[src/rtl/arm_ctrl_pkg.sv]
// Shared definitions for the multicycle ARM-style controller: FSM states,
// fault codes, instruction classes and datapath select encodings.
package arm_ctrl_pkg;

    typedef enum logic [3:0] {
        S_FETCH,
        S_DECODE,
        S_MEMADR,
        S_MEMRD,
        S_MEMWB,
        S_MEMWR,
        S_EXECR,
        S_EXECI,
        S_ALUWB,
        S_BRANCH,
        S_ERROR
    } state_t;

    localparam logic [1:0] FAULT_NONE        = 2'b00;
    localparam logic [1:0] FAULT_UNDEF_OP    = 2'b01;
    localparam logic [1:0] FAULT_MEM_TIMEOUT = 2'b10;

    localparam logic [1:0] OP_DP    = 2'b00;
    localparam logic [1:0] OP_MEM   = 2'b01;
    localparam logic [1:0] OP_BR    = 2'b10;
    localparam logic [1:0] OP_UNDEF = 2'b11;

    localparam logic [1:0] SRCB_REG  = 2'b00;
    localparam logic [1:0] SRCB_IMM  = 2'b01;
    localparam logic [1:0] SRCB_FOUR = 2'b10;

    localparam logic [1:0] RES_ALUOUT    = 2'b00;
    localparam logic [1:0] RES_READDATA  = 2'b01;
    localparam logic [1:0] RES_ALURESULT = 2'b10;

    // Immediate encodings deliberately equal the Op field of each class.
    localparam logic [1:0] IMM_DP  = OP_DP;
    localparam logic [1:0] IMM_MEM = OP_MEM;
    localparam logic [1:0] IMM_BR  = OP_BR;

    // States in which the controller waits on MemReady and can time out.
    function automatic logic is_wait_state(input state_t s);
        return (s == S_FETCH) || (s == S_MEMRD) || (s == S_MEMWR);
    endfunction

endpackage

[src/rtl/instr_dec.sv]
// Instruction-class decode shared by every state: immediate format and
// register-source selects derived purely from Op.
module instr_dec
    import arm_ctrl_pkg::*;
(
    input  logic [1:0] Op,
    output logic [1:0] ImmSrc,
    output logic [1:0] RegSrc
);

    always_comb begin
        case (Op)
            OP_DP:   ImmSrc = IMM_DP;
            OP_MEM:  ImmSrc = IMM_MEM;
            OP_BR:   ImmSrc = IMM_BR;
            default: ImmSrc = OP_UNDEF;
        endcase
        RegSrc = {Op == OP_MEM, Op == OP_BR};
    end

endmodule

[src/rtl/multicycle_ctrl.sv]
// Multicycle controller: state register, MemReady wait/timeout counter,
// sticky fault code and per-state decoding of datapath strobes and selects.
module multicycle_ctrl
    import arm_ctrl_pkg::*;
#(
    parameter int WAIT_LIMIT = 16
) (
    input  logic       clk,
    input  logic       reset,
    input  logic [1:0] Op,
    input  logic [5:0] Funct,
    input  logic       MemReady,
    output logic       IRWrite,
    output logic       NextPC,
    output logic       RegW,
    output logic       MemW,
    output logic       Branch,
    output logic       AdrSrc,
    output logic       ALUOp,
    output logic       ALUSrcA,
    output logic [1:0] ALUSrcB,
    output logic [1:0] ResultSrc,
    output logic [1:0] ImmSrc,
    output logic [1:0] RegSrc,
    output logic       InstrDone,
    output logic [1:0] FaultCode
);

    localparam logic [7:0] WAIT_LAST = 8'(WAIT_LIMIT - 1);

    state_t     state_q, state_d;
    logic [7:0] wait_cnt_q, wait_cnt_d;
    logic [1:0] fault_q, fault_d;

    // Only the I flag and the L bit steer the sequence.
    logic unused_funct;
    assign unused_funct = ^Funct[4:1];

    instr_dec u_instr_dec (
        .Op     (Op),
        .ImmSrc (ImmSrc),
        .RegSrc (RegSrc)
    );

    always_comb begin
        state_d    = state_q;
        wait_cnt_d = 8'd0;
        fault_d    = fault_q;
        // A ready memory in the limit cycle wins over the timeout.
        if (is_wait_state(state_q) && !MemReady) begin
            if (wait_cnt_q == WAIT_LAST) begin
                state_d = S_ERROR;
                fault_d = FAULT_MEM_TIMEOUT;
            end else begin
                wait_cnt_d = wait_cnt_q + 8'd1;
            end
        end else begin
            case (state_q)
                S_FETCH:  state_d = S_DECODE;
                S_DECODE: begin
                    case (Op)
                        OP_DP:   state_d = Funct[5] ? S_EXECI : S_EXECR;
                        OP_MEM:  state_d = S_MEMADR;
                        OP_BR:   state_d = S_BRANCH;
                        default: begin
                            state_d = S_ERROR;
                            fault_d = FAULT_UNDEF_OP;
                        end
                    endcase
                end
                S_MEMADR: state_d = Funct[0] ? S_MEMRD : S_MEMWR;
                S_MEMRD:  state_d = S_MEMWB;
                S_MEMWR:  state_d = S_FETCH;
                S_MEMWB:  state_d = S_FETCH;
                S_ALUWB:  state_d = S_FETCH;
                S_BRANCH: state_d = S_FETCH;
                S_EXECR:  state_d = S_ALUWB;
                S_EXECI:  state_d = S_ALUWB;
                S_ERROR:  state_d = S_ERROR;
                default:  state_d = S_FETCH;
            endcase
        end
    end

    always_ff @(posedge clk or posedge reset) begin
        if (reset) begin
            state_q    <= S_FETCH;
            wait_cnt_q <= 8'd0;
            fault_q    <= FAULT_NONE;
        end else begin
            state_q    <= state_d;
            wait_cnt_q <= wait_cnt_d;
            fault_q    <= fault_d;
        end
    end

    assign FaultCode = fault_q;

    always_comb begin
        IRWrite   = 1'b0;
        NextPC    = 1'b0;
        RegW      = 1'b0;
        MemW      = 1'b0;
        Branch    = 1'b0;
        AdrSrc    = 1'b0;
        ALUOp     = 1'b0;
        ALUSrcA   = 1'b0;
        ALUSrcB   = SRCB_REG;
        ResultSrc = RES_ALUOUT;
        InstrDone = 1'b0;
        case (state_q)
            S_FETCH: begin
                ALUSrcA   = 1'b1;
                ALUSrcB   = SRCB_FOUR;
                ResultSrc = RES_ALURESULT;
                IRWrite   = MemReady;
                NextPC    = MemReady;
            end
            S_DECODE: begin
                ALUSrcA   = 1'b1;
                ALUSrcB   = SRCB_FOUR;
                ResultSrc = RES_ALURESULT;
            end
            S_MEMADR: ALUSrcB = SRCB_IMM;
            S_EXECI: begin
                ALUSrcB = SRCB_IMM;
                ALUOp   = 1'b1;
            end
            S_EXECR:  ALUOp = 1'b1;
            S_MEMRD:  AdrSrc = 1'b1;
            S_MEMWR: begin
                AdrSrc    = 1'b1;
                MemW      = 1'b1;
                InstrDone = MemReady;
            end
            S_MEMWB: begin
                RegW      = 1'b1;
                ResultSrc = RES_READDATA;
                InstrDone = 1'b1;
            end
            S_ALUWB: begin
                RegW      = 1'b1;
                InstrDone = 1'b1;
            end
            S_BRANCH: begin
                ALUSrcB   = SRCB_IMM;
                ResultSrc = RES_ALURESULT;
                Branch    = 1'b1;
                InstrDone = 1'b1;
            end
            default: ;
        endcase
        // Write strobes must never escape while reset is held.
        if (reset) begin
            IRWrite   = 1'b0;
            NextPC    = 1'b0;
            RegW      = 1'b0;
            MemW      = 1'b0;
            Branch    = 1'b0;
            InstrDone = 1'b0;
        end
    end

endmodule

[config.mk]
export PLATFORM = sky130hd
export DESIGN_NAME = multicycle_ctrl
export DESIGN_NICKNAME = d
export VERILOG_FILES = /design/src/rtl/arm_ctrl_pkg.sv /design/src/rtl/instr_dec.sv /design/src/rtl/multicycle_ctrl.sv
export SDC_FILE = /design/constraint.sdc
export NUM_CORES = 1
export LEC_CHECK = 0
export BUFFER_PORTS_ARGS = -buffer_cell sky130_fd_sc_hd__buf_2
export CORE_MARGIN = 2
export CORE_UTILIZATION = 40
export DETAILED_ROUTE_END_ITERATION = 6
export HOLD_SLACK_MARGIN = 0.1
export PLACE_DENSITY = 0.62
export SYNTH_ARGS = -nofsm -noshare
export SYNTH_HDL_FRONTEND = slang
export SYNTH_SLANG_ARGS = --single-unit
[constraint.sdc]
create_clock -name clk -period 1.7 [get_ports clk]
set_clock_uncertainty 0.05 [all_clocks]
set_input_delay 0.34 -clock clk [delete_from_list [all_inputs] [get_ports clk]]
set_output_delay 0.34 -clock clk [all_outputs]
set_load 0.01 [all_outputs]
==> results.md <==
- Via-per-instance ratio: 5.15
- CTS clk-pin slew, worst paths: 90 ps
- Part of the power in registers: 23.6%
- Lkg Pwr: 0.624 nW
- WS Path Type: flop to output pin
- Setup crit start kind: flop
- Place WS: 67.5 ps
- Share of cells above drive strength 1: 43.9%
- CTS Root Cell: clkbuf_4
- Worst-Skew Late Latency: 280 ps
- Ant diodes: 0
- Worst path required time: 1310 ps
- Placed Instance Area: 0.00113 mm2
- Antenna Nets Post-Route: 0
- CTS tree: built
- Avg WL per Cell: 13.5 um
- Initial Utilization: 42.8%
- Die Area: 0.00280 mm2
- FMAX: 545 MHz
- First DRT Iteration DRCs: 15
- Flops & latches, synth: 14
- Post-synth EDFFs: 0
- Layout Area Growth over Synthesis: 37.6%
- Slew Limit Fails: 0
- Core area: 0.00223 mm2
- Worst path cell trace: or3_4 > a21oi_2 > a31o_2 > buf_6
- Crit-path max FO: 4
- DRC viols: 0
- Peak VDD IR: 0.674 mV
- RSZ-0062 raised after global routing: true
- Global route total overflow: 0
- Synth cell types: 36
- DRT Pass-1 Iters: 4
- I/O Buffers: 25
- Final setup fails: 9
- Critical Path End Type: output pin
- Area contributors post-synth: dfrtp_1 (37%), nor2_1 (7.1%), a21oi_1 (4.2%)
- Synth top area share: 36.6%
- Sequential fraction of the synthesis area: 36.6%
- Ys Warns: 0
- Failing checks: setup timing
- Tot Pwr: 1.99 mW
- Gr usage total: 19.1%
- Max-cap violation count: 0
- Mapped Area: 956 um2
- NetSw: 0.835 mW
- Worst Max-Slew Pin Slew: 351 ps
- Period utilization: 108%
- Worst Setup Slack, final: -136 ps
- Row cnt: 17
- Combinational share of power: 64.1%
- Buf/Inv on CP: 1
- Final Hold Fails: 0
- CTS Buffer Depth: 2
- R2r worst-path depth: 5
- Post-synth ARST share: 100%
- Initial antenna violation count: 0
- Vias in the first global route: 893
- Syn_nets: 128
- Top_reg_cell synth: dfrtp_1
- Worst path slowest cell: dfrtp_2
- Hpwl dp: 1720 um
- Die Ht: 52.9 um
- Post-Route WL: 2470 um
- Setup TNS: -438 ps
- Status: finished with violations
- Syn Inst Count: 116
- Final GP Congestion: 0.806
- Sw Ratio: 42.0%
- Internal power: 1.15 mW
- Worst path max stage delay: 440 ps
- PD cells: 1510 mW/mm2
- Hold/Removal Path Class: input port to flop
- WP depth: 4
- Clock Sink Count: 14
- Final min period: 1840 ps
- Num CTS Buffers: 3
- Routed via count: 943
- Final #Nets: 168
- Pin count of the biggest net entering global routing: 15
- Cell family with most CP delay: flip-flops
- Hold Path Stages: 3
- Average cell area after synthesis: 8.24 um2
- H-tree depth: 1
- Clk pwr share: 12.3%
- Overall die width: 52.9 um
- Max_slew headroom: 76.4%
- First-pass GRT wire length: 3880 um
- WP data arrival: 1450 ps
- Yosys top cell by area: dfrtp_1
- IO Pins: 30
- Cell area after layout: 0.00132 mm2
## kinds of logic after synthesis
| group | after synthesis | share of synthesized area [%] |
|---|---|---|
| AND/OR/NAND/NOR | 56 | 30.8 |
| AO/OA/AOI/OAI | 25 | 18.2 |
| buffers and inverters | 15 | 8.51 |
| flip-flops | 14 | 36.6 |
| XOR/XNOR | 5 | 4.58 |
| adder cells (fa/ha/maj) | 1 | 1.31 |
## synth_stat cells, drive strengths merged (2+ instances only)
master  number
nor2        18
nand4        2
xor2         2
dfrtp       14
nand2b       3
nand2        7
nor2b        6
nor3         7
inv          6
and3         2
a21oi        8
xnor2        3
nand3        3
clkbuf       3
buf          6
o21ai        6
or3          2
and2         2
## through the flow
stage | util (%) | hold WS (ps) | std cells
final | 58.9 | 369 | 183
after global placement | 50.7 | 350 | 170
after detailed placement | 50.7 | 360 | 170
after CTS | 55.6 | 372 | 179
after global routing | 58.9 | 387 | 183
after floorplan | - | 185 | 116
## final timing paths
path	start	slack, ps	to
setup reg to reg	state_q[1]$_DFFE_PP0P_	70	state_q[1]$_DFFE_PP0P_
max in group asynchronous	reset	820	state_q[0]$_DFFE_PP0P_
hold / removal	Op[1]	370	FaultCode[0]$_DFFE_PP0P_
hold reg to reg	wait_cnt_q[0]$_DFF_PP0_	420	wait_cnt_q[0]$_DFF_PP0_
setup / recovery	state_q[0]$_DFFE_PP0P_	-140	ALUSrcB[0]
min in group asynchronous	reset	590	FaultCode[0]$_DFFE_PP0P_
## timing repair
item | CTS | global route
pin swaps | 4 | 3
setup endpoints to repair | 12 | 12
hold buffers | 1 | 0
setup buffers | 5 | 4
endpoints found under the hold margin | 14 | 0
resized for setup | 12 | 9
## tightest hold or removal path, cell delays in order
cell,delay (ps)
buf_2,140
nand4_1,100
a21oi_1,80
## registers in the layout, indices dropped and copies added, names as in the netlist
register	flops
FaultCode	2
state_q	4
wait_cnt_q	8
## cells in the final DEF (no fill, tap or decap), types with 2 or more instances in the layout
cell type  count
buf_2         24
nor2_1        16
buf_4         16
dfrtp_1       11
nand2_1        7
a21oi_1        7
o21ai_0        6
inv_1          5
nor3_1         4
xnor2_1        3
nand3_1        3
nor2b_1        3
nor3_2         3
clkbuf_4       3
buf_6          3
dfrtp_2        3
nor2b_2        2
and2_1         2
and3_1         2
xor2_1         2
nand2b_1       2
nand4_1        2
## metal layers
metal	routed length [um]	vias up	global-route usage, %
met5	0	-	0
met4	18	0	5.13
met3	87	2	5.08
met2	1270	19	34.2
met1	1090	437	22.3
li1	-	485	-
## power by group through the flow
stage	clock network, mW	registers, mW	logic, mW
6_report	0.245	0.469	1.28
5_1_grt	0.263	0.477	1.38
4_1_cts	0.253	0.471	1.11
3_5_place_dp	0	0.487	0.957
3_3_place_gp	0	0.484	0.935
2_1_floorplan	0	0.451	0.688
## final cells by class
cell class / instances / area [um2]
timing repair buffer: 44 / 284
tap: 28 / 35.0
sequential: 14 / 354
inverter: 6 / 22.5
clock buffer: 4 / 36.3
fill: 197 / 918
multi-input combinational: 87 / 583
(Power assumes the default switching activity.)
